--- config.mk ---
export PLATFORM = sky130hd
export DESIGN_NAME = rv32i_csr_irq
export DESIGN_NICKNAME = d
export VERILOG_FILES = /design/src/rtl/rv32i_csr_irq.sv
export SDC_FILE = /design/constraint.sdc
export NUM_CORES = 1
export LEC_CHECK = 0
export CAP_MARGIN = 0
export CORE_MARGIN = 3
export CORE_UTILIZATION = 49
export CTS_CLUSTER_DIAMETER = 100
export DETAILED_ROUTE_END_ITERATION = 10
export HOLD_SLACK_MARGIN = 0.12
export PLACE_DENSITY = 0.74
export SLEW_MARGIN = 20
export SYNTH_ARGS = -nofsm -noshare
export SYNTH_HDL_FRONTEND = slang
export SYNTH_SLANG_ARGS = --single-unit
--- constraint.sdc ---
create_clock -name clk -period 8.7 [get_ports clk]
set_input_delay 0.87 -clock clk [delete_from_list [all_inputs] [get_ports clk]]
set_output_delay 0.87 -clock clk [all_outputs]
set_load 0.01 [all_outputs]
--- src/rtl/rv32i_csr_irq.sv ---
// Machine-mode CSR file for an RV32 core: counters, interrupt pending/enable
// arbitration, trap entry/MRET state and trap-target generation.
// Optional feature macro: CSR_VECTORED_EN (vectored mtvec mode).
module rv32i_csr_irq #(
    parameter int          CNT_WIDTH = 64,
    parameter int          NUM_IRQ   = 4,
    parameter logic [31:0] ADDR_MASK = 32'h00FF_FFFF
) (
    input  logic               clk,
    input  logic               rst,
    input  logic [11:0]        csr_addr,
    input  logic [2:0]         csr_op,
    input  logic [31:0]        csr_wdata,
    input  logic               csr_we,
    output logic [31:0]        csr_rdata,
    output logic               csr_illegal,
    input  logic               retire,
    input  logic               trap_valid,
    input  logic [31:0]        trap_cause,
    input  logic [31:0]        trap_pc,
    input  logic [31:0]        trap_value,
    input  logic               mret,
    input  logic [63:0]        mtime,
    input  logic               timer_irq,
    input  logic               sw_irq,
    input  logic               ext_irq,
    input  logic [NUM_IRQ-1:0] plat_irq,
    output logic               irq_req,
    output logic [31:0]        irq_cause,
    output logic [31:0]        trap_target,
    output logic [31:0]        mepc_out
);

    localparam logic [31:0] IRQ_MASK = ((32'd1 << NUM_IRQ) - 32'd1) << 16;
    localparam logic [31:0] MIE_MASK = 32'h0000_0888 | IRQ_MASK;

    // Zimm ops zero-extend the 5-bit immediate; set/clear merge with the old value.
    function automatic logic [31:0] csr_alu(input logic [2:0]  op,
                                            input logic [31:0] old,
                                            input logic [31:0] wdata);
        logic [31:0] src;
        src = op[2] ? {27'd0, wdata[4:0]} : wdata;
        case (op[1:0])
            2'b01:   csr_alu = src;
            2'b10:   csr_alu = old | src;
            2'b11:   csr_alu = old & ~src;
            default: csr_alu = old;
        endcase
    endfunction

    logic                 mstatus_mie_r;
    logic                 mstatus_mpie_r;
    logic [31:0]          mie_r;
    logic [31:0]          mtvec_r;
    logic [31:0]          mcountinhibit_r;
    logic [31:0]          mscratch_r;
    logic [31:0]          mepc_r;
    logic [31:0]          mcause_r;
    logic [31:0]          mtval_r;
    logic [CNT_WIDTH-1:0] mcycle_r;
    logic [CNT_WIDTH-1:0] minstret_r;
    logic                 timer_r;
    logic                 sw_r;
    logic                 ext_r;
    logic [NUM_IRQ-1:0]   plat_meta_r;
    logic [NUM_IRQ-1:0]   plat_sync_r;

    logic [31:0] mstatus_s;
    logic [31:0] mtvec_rd_s;
    logic [31:0] mip_s;
    logic [31:0] pending_s;
    logic [4:0]  code_s;
    logic [63:0] cyc64_s;
    logic [63:0] ret64_s;
    logic [63:0] cyc_nxt_s;
    logic [63:0] ret_nxt_s;
    logic [31:0] rdata_s;
    logic        bad_addr_s;
    logic        illegal_s;
    logic        wen_s;
    logic [31:0] wval_s;
    logic [31:0] tvec_base_s;
    logic [31:0] target_s;

    assign mstatus_s = {19'd0, 2'b11, 3'd0, mstatus_mpie_r, 3'd0, mstatus_mie_r, 3'd0};
    assign cyc64_s   = 64'(mcycle_r);
    assign ret64_s   = 64'(minstret_r);
    assign mip_s     = (32'(plat_sync_r) << 16)
                     | {20'd0, ext_r, 3'd0, timer_r, 3'd0, sw_r, 3'd0};
    assign pending_s = mip_s & mie_r;

`ifdef CSR_VECTORED_EN
    assign mtvec_rd_s = {mtvec_r[31:2], 1'b0, mtvec_r[0]};
`else
    assign mtvec_rd_s = {mtvec_r[31:2], 2'b00};
`endif

    // Read mux and address legality decode.
    always_comb begin
        rdata_s    = 32'd0;
        bad_addr_s = 1'b0;
        case (csr_addr)
            12'h300:            rdata_s = mstatus_s;
            12'h301:            rdata_s = 32'h4000_0100;
            12'h304:            rdata_s = mie_r;
            12'h305:            rdata_s = mtvec_rd_s;
            12'h320:            rdata_s = mcountinhibit_r;
            12'h340:            rdata_s = mscratch_r;
            12'h341:            rdata_s = mepc_r;
            12'h342:            rdata_s = mcause_r;
            12'h343:            rdata_s = mtval_r;
            12'h344:            rdata_s = mip_s;
            12'hB00, 12'hC00:   rdata_s = cyc64_s[31:0];
            12'hB80, 12'hC80:   rdata_s = cyc64_s[63:32];
            12'hB02, 12'hC02:   rdata_s = ret64_s[31:0];
            12'hB82, 12'hC82:   rdata_s = ret64_s[63:32];
            12'hC01:            rdata_s = mtime[31:0];
            12'hC81:            rdata_s = mtime[63:32];
            12'hF11, 12'hF12,
            12'hF13, 12'hF14:   rdata_s = 32'd0;
            default:            bad_addr_s = 1'b1;
        endcase
    end

    assign illegal_s   = bad_addr_s | (csr_we & (csr_addr[11:10] == 2'b11));
    assign wen_s       = csr_we & ~illegal_s;
    assign wval_s      = csr_alu(csr_op, rdata_s, csr_wdata);
    assign csr_rdata   = rdata_s;
    assign csr_illegal = illegal_s;

    // Counter next values: a write replaces one half and drops that cycle's increment.
    always_comb begin
        cyc_nxt_s = cyc64_s;
        ret_nxt_s = ret64_s;
        if (wen_s && (csr_addr == 12'hB00)) begin
            cyc_nxt_s = {cyc64_s[63:32], wval_s};
        end else if (wen_s && (csr_addr == 12'hB80)) begin
            cyc_nxt_s = {wval_s, cyc64_s[31:0]};
        end else if (!mcountinhibit_r[0]) begin
            cyc_nxt_s = cyc64_s + 64'd1;
        end else begin
            cyc_nxt_s = cyc64_s;
        end
        if (wen_s && (csr_addr == 12'hB02)) begin
            ret_nxt_s = {ret64_s[63:32], wval_s};
        end else if (wen_s && (csr_addr == 12'hB82)) begin
            ret_nxt_s = {wval_s, ret64_s[31:0]};
        end else if (retire && !mcountinhibit_r[2]) begin
            ret_nxt_s = ret64_s + 64'd1;
        end else begin
            ret_nxt_s = ret64_s;
        end
    end

    // Counter registers; truncation to CNT_WIDTH gives the wrap.
    always_ff @(posedge clk or posedge rst) begin
        if (rst) begin
            mcycle_r   <= '0;
            minstret_r <= '0;
        end else begin
            mcycle_r   <= cyc_nxt_s[CNT_WIDTH-1:0];
            minstret_r <= ret_nxt_s[CNT_WIDTH-1:0];
        end
    end

    // Interrupt source capture: core lines registered once, platform lines double-synchronised.
    always_ff @(posedge clk or posedge rst) begin
        if (rst) begin
            timer_r     <= 1'b0;
            sw_r        <= 1'b0;
            ext_r       <= 1'b0;
            plat_meta_r <= '0;
            plat_sync_r <= '0;
        end else begin
            timer_r     <= timer_irq;
            sw_r        <= sw_irq;
            ext_r       <= ext_irq;
            plat_meta_r <= plat_irq;
            plat_sync_r <= plat_meta_r;
        end
    end

    // Priority encode: lowest platform line first, then 7, 3 and finally 11 override.
    always_comb begin
        code_s = 5'd0;
        for (int i = NUM_IRQ - 1; i >= 0; i--) begin
            if (pending_s[16 + i]) begin
                code_s = 5'(16 + i);
            end else begin
                code_s = code_s;
            end
        end
        if (pending_s[7]) begin
            code_s = 5'd7;
        end else begin
            code_s = code_s;
        end
        if (pending_s[3]) begin
            code_s = 5'd3;
        end else begin
            code_s = code_s;
        end
        if (pending_s[11]) begin
            code_s = 5'd11;
        end else begin
            code_s = code_s;
        end
    end

    assign irq_req   = mstatus_mie_r & (|pending_s);
    assign irq_cause = {1'b1, 26'd0, code_s};

    // Trap state: trap entry beats MRET, and both beat CSR writes to these registers.
    always_ff @(posedge clk or posedge rst) begin
        if (rst) begin
            mstatus_mie_r  <= 1'b0;
            mstatus_mpie_r <= 1'b0;
            mepc_r         <= 32'd0;
            mcause_r       <= 32'd0;
            mtval_r        <= 32'd0;
        end else if (trap_valid) begin
            mstatus_mpie_r <= mstatus_mie_r;
            mstatus_mie_r  <= 1'b0;
            mepc_r         <= trap_pc & ADDR_MASK & ~32'd3;
            mcause_r       <= trap_cause;
            mtval_r        <= trap_value;
        end else if (mret) begin
            mstatus_mie_r  <= mstatus_mpie_r;
            mstatus_mpie_r <= 1'b1;
        end else if (wen_s) begin
            case (csr_addr)
                12'h300: begin
                    mstatus_mie_r  <= wval_s[3];
                    mstatus_mpie_r <= wval_s[7];
                end
                12'h341: mepc_r   <= wval_s;
                12'h342: mcause_r <= wval_s;
                12'h343: mtval_r  <= wval_s;
                default: mepc_r   <= mepc_r;
            endcase
        end
    end

    // Remaining writable CSRs commit regardless of trap/MRET activity.
    always_ff @(posedge clk or posedge rst) begin
        if (rst) begin
            mie_r           <= 32'd0;
            mtvec_r         <= 32'd0;
            mcountinhibit_r <= 32'd0;
            mscratch_r      <= 32'd0;
        end else if (wen_s) begin
            case (csr_addr)
                12'h304: mie_r           <= wval_s & MIE_MASK;
`ifdef CSR_VECTORED_EN
                12'h305: mtvec_r         <= {wval_s[31:2], 1'b0, wval_s[0]};
`else
                12'h305: mtvec_r         <= {wval_s[31:2], 2'b00};
`endif
                12'h320: mcountinhibit_r <= wval_s & 32'h0000_0005;
                12'h340: mscratch_r      <= wval_s;
                default: mscratch_r      <= mscratch_r;
            endcase
        end
    end

    assign tvec_base_s = mtvec_r & ADDR_MASK & ~32'd3;

`ifdef CSR_VECTORED_EN
    assign target_s = ((mtvec_r[1:0] == 2'b01) && trap_cause[31])
                    ? tvec_base_s + {25'd0, trap_cause[4:0], 2'b00}
                    : tvec_base_s;
`else
    assign target_s = tvec_base_s;
`endif

    assign trap_target = target_s;
    assign mepc_out    = mepc_r & ADDR_MASK;

endmodule

; After elaboration in Yosys (flattened, before gate mapping)
; Cells that the tools add are included.
[classes]
addsub = 2
mul = 0
div = 0
magnitude_cmp = 0
n_eq_ne = 33
n_shift = 0
n_mux = 37
bitwise = 12
reduce_logical = 32
[ops]
columns = op, count
row1 = 32-bit one-hot mux with 16 select lines, 1
row2 = 32-bit two-way mux, 15
row3 = 64-bit two-way mux, 4
row4 = "12-bit == test, second input constant", 14
row5 = "64-bit by 1-bit adder with 64-bit output, second input constant", 2
row6 = "12-bit by 10-bit == test with 1-bit output, second input constant", 10
row7 = 32-bit one-hot mux with 3 select lines, 1
row8 = 5-bit two-way mux, 7
row9 = 32-bit bitwise AND, 1
row10 = 32-bit NOT, 1
row11 = 32-bit bitwise OR, 1
row12 = 32-bit OR reduction, 1
row13 = 24-bit OR reduction, 1
row14 = 20-bit bitwise AND, 1
row15 = 20-bit by 12-bit bitwise OR with 20-bit output, 1
row16 = 2-bit AND reduction, 9
row17 = 2-bit nonzero test, 6
row18 = 1-bit two-way mux, 9
row19 = 3-bit AND reduction, 3
row20 = 2-bit OR reduction, 4
row21 = "2-bit == test, second input constant", 3
row22 = "2-bit inequality test, second input constant", 3
row23 = 3-bit nonzero test, 2
row24 = 1-bit logical AND, 5
row25 = other kinds (6), 11
[totals]
ff_bits = 308
latch_bits = 0
ram_bits = 0
rom_bits = 0
input_bits = 220
output_inout_bits = 130
wordCells = 134
memories = 0

; Depth between registers and ports, before layout
[logic_depth]
ltp_word = 9
mapped_depth = 12
ltp_nobuf = 8

; Least setup slack after synthesis
; Ideal clock, no wire load.
[synth_path]
path_kind = input to output
startpoint = in csr_addr[0]
endpoint = out csr_rdata[27]
t_arrival_ns = 2.619
t_required_ns = 7.830
path_slack_ns = 5.211
cell_stages = 8
path_buffers = 3
path_cell_list = buf_2 buf_2 buf_2 mux2_2 a22oi_1 o221ai_1 a2111oi_0 inv_1
[synth_via]
elab_chain_len = 3
word_cells_on_any_way = 25
classes_between = eq/ne (20) / mux (1) / reduce/logical (4)
[synth_rtl]
columns = element, line_no
row1 = from (decl), 11  ; input logic [11:0] csr_addr,
row2 = 12-bit == test, 102  ; case (csr_addr)
row3 = 2-bit OR reduction (on tied branches), -
row4 = 32-bit one-hot mux with 16 select lines *, 102
row5 = to (decl), 15  ; output logic [31:0] csr_rdata,
; Mark *: on every way between the ends. The rest lies on a longest branch, timed or not.

; Worst setup path after layout
[layout_path]
startpoint = in csr_addr[0]
endpoint = out csr_rdata[8]
; The elaborated chain is that of the path after synthesis.

==> results_dict.tcl <==
set metrics [dict create \
    ctsResizeCount 0 \
    reg2reg_slack_ps 5000 \
    cp-end-kind "output pin" \
    clk_pin_slew_ps 50 \
    drt_first_iter_violations 3534 \
    routedWlPerCell_um 30.8 \
    clock_latency_ps 580 \
    skew_ps 21.2 \
    drv_slew 0 \
    max_slew_margin_pct 15.4 \
    clockRootBuffer "clkbuf_16" \
    vias_per_cell 7.00 \
    clock.fmax_mhz 164 \
    min_period_over_period_pct 70.2 \
    synth_edf_count 0 \
    synthCells 2375 \
    finalSetupViolCount 0 \
    r2r_end "mepc_r[23]" \
    met2_usage_pct 60.7 \
    areaGrowthSynthToFinish_pct 20.9 \
    use_met1_pct 54.6 \
    synth_area_um2 20600 \
    core_um2 41200 \
    finalHoldViolations 0 \
    r2r_start "mscratch_r[23]" \
    htreeDepth 2 \
    path_max_fanout 21 \
    hold_end "plat_sync_r[0]" \
    min_from "plat_meta_r[0]" \
    layout_min_cycle_time_ps 6110 \
    grt_pass1_vias 20500 \
    fin_nets 2764 \
    ys_types 98 \
    arrival_ps 5240 \
    worst_pin_slew_ps 1260 \
    drt_wl_total_um 95400 \
    die_area_um2 44500 \
    p_leak_nw 9.85 \
    cts_buffers 38 \
    yosys_warnings 0 \
    gp_congestion 1.07 \
    first_pass_iters 8 \
    via_count 21700 \
    place_hpwl_um 68000 \
    power_density_nw_per_um2 157 \
    clock_sinks 308 \
    clockBufferDepth 3 \
    synth_ff_type "dfrtp_1" \
    final_core_util_pct 60.4 \
    grt_first_pass_wirelength_um 137000 \
    cts_setup_buffers 0 \
    route.detailed.drc 0 \
    overflow 0 \
    grt_max_degree 161 \
    grt_use_met3_pct 13.3 \
    whs_path_depth 0 \
    async_flop_share_pct 100 \
    numPortBuffers 294 \
    setup_tns_ps 0 \
    hold_path_class "flop to flop" \
    critical_path.startpoint_type "primary input" \
    antenna_found_initial 2 \
    drive_above_1_share_pct 9.31 \
    rsz0062_at_grt "no" \
    synth_area_per_cell_um2 8.67 \
    max-vdd-ir-drop_mv 0.107 \
    fp.dieW_um 211 \
    track_usage_pct 41.7 \
    worstPathRequired_ps 7830 \
    reg2reg_depth 6 \
    ioPinCount 350 \
    detail-route-antenna-nets 0 \
    die_y_um 211 \
    ys_seq_area_share_pct 37.4 \
    cts_tree "yes" \
    start_util_pct 50.0 \
    gr-max-usage-layer "met2" \
    outcome "completed" \
    cts_hold_buffers 0 \
    ys_ff_latch 308 \
    drv_cap 0 \
    path_class "primary input to output pin" \
    rows 74 \
]
-- cell usage in the layout, fill, tap and decap left out, drive strengths merged, types with 32 or more instances in the layout --
cell type and instances:
nor2b 32, nand2 259, a21oi 135, nand4 78, buf 66, mux2i 68, xor2 43, a211oi 35
inv 35, clkdlybuf4s50 290, mux2 44, dfrtp 308, clkbuf 54, nor3 56, o21ai 212, conb 45
nor3b 54, nand3 80, xnor2 64, nor2 130, a22oi 81
-- worst max-delay path, stage by stage --
cell and delay, ps:
clkdlybuf4s50_1 790, buf_4 440, or4_1 840, nor3_2 1090, a21boi_0 280, o2111a_1 200
o21ai_0 110, clkdlybuf4s50_1 600
-- cell families after synthesis --
logic type | share of synthesized area [%]
fa+ha+maj | 0.122
buf+inv | 7.64
simple gates | 21.8
other cells | 0.0365
xor+xnor | 4.55
flops | 37.4
compound gates | 22.6
mux | 5.82
-- Yosys cell counts (8+ instances only) --
cell	n	share of area, %
dfrtp_1	308	37
nand2_1	259	4.7
o21ai_0	168	4.1
a21oi_1	133	3.2
nor2_1	129	2.4
clkbuf_1	114	2.1
buf_4	92	3.4
nand3_1	79	1.9
nand4_1	77	2.3
a22oi_1	74	2.7
mux2i_1	68	3.3
xnor2_1	64	2.7
buf_2	54	1.3
nor3b_1	54	2.0
nor3_1	47	1.1
mux2_2	44	2.4
o21ai_1	43	1.0
xor2_1	43	1.8
inv_1	35	0.64
a211oi_1	33	1.2
nor2b_1	32	0.97
and3_1	27	0.82
and2_1	26	0.79
o22ai_1	24	0.73
a22o_1	18	0.77
o2111ai_1	17	0.72
nor4_1	15	0.46
a221o_1	14	0.68
and4_1	14	0.60
a2111oi_0	13	0.55
a21o_1	13	0.47
a221oi_1	13	0.55
or3_1	12	0.36
a31oi_1	11	0.33
buf_1	11	0.20
nand2b_1	11	0.33
o211ai_1	11	0.40
a222oi_1	10	0.49
a32oi_1	10	0.43
o221ai_1	9	0.38
o2bb2ai_1	9	0.38
or4_1	8	0.29
-- where the power goes --
part           internal [mW]  leakage (nW)  switching, mW
Sequential              1.51          3.91         0.0997
Combinational          0.235          5.28          0.312
Clock                   1.09         0.662          0.675
-- through the flow --
stage | hold slack, ps | instances | worst slack, ps | power [mW] | cell area [um^2]
floorplan | 331 | 2418 | 3730 | 1.90 | 20800
global placement | 340 | 3033 | 2760 | 2.14 | 23500
detailed placement | 339 | 3033 | 2810 | 2.15 | 23500
CTS | 348 | 3098 | 2790 | 3.89 | 24900
global route | 355 | 3099 | 2510 | 4.00 | 24900
finish | 347 | 3101 | 2590 | 3.92 | 24900
-- routing by layer --
layer	wire length, um	vias to the layer above
met5	27	-
met4	7100	4
met3	13800	415
met2	39400	1905
met1	35100	10400
li1	-	9017
-- how the worst max path moves through the flow --
stage,start,end,cells after the start
detailed placement,csr_addr[0],csr_rdata[8],8
floorplan,rst,cyc64_s[0],1
global placement,csr_addr[0],csr_rdata[16],7
finish,csr_addr[0],csr_rdata[8],8
CTS,csr_addr[0],csr_rdata[8],8
global route,csr_addr[0],csr_rdata[8],8
-- state kept, by name, indices dropped and copies added, names as in the netlist, 2 cells and up --
register and flops:
cyc64_s 64, minstret_r 64, mcause_r 32, mepc_r 32, mscratch_r 32, mtval_r 32, mtvec_r 30, mie_r 7
plat_meta_r 4, plat_sync_r 4, mcountinhibit_r 2
-- layout make-up --
cell class                      count  area (um^2)
Fill cell                        3519        16300
Multi-Input combinational cell   1803        11600
Sequential cell                   308         7710
Timing Repair Buffer              356         3410
Clock buffer                       54         1140
Tap cell                          532          666
Clock inverter                     11          214
Inverter                           35          135
Antenna cell                        2         5.00
(Power assumes the default switching activity.)
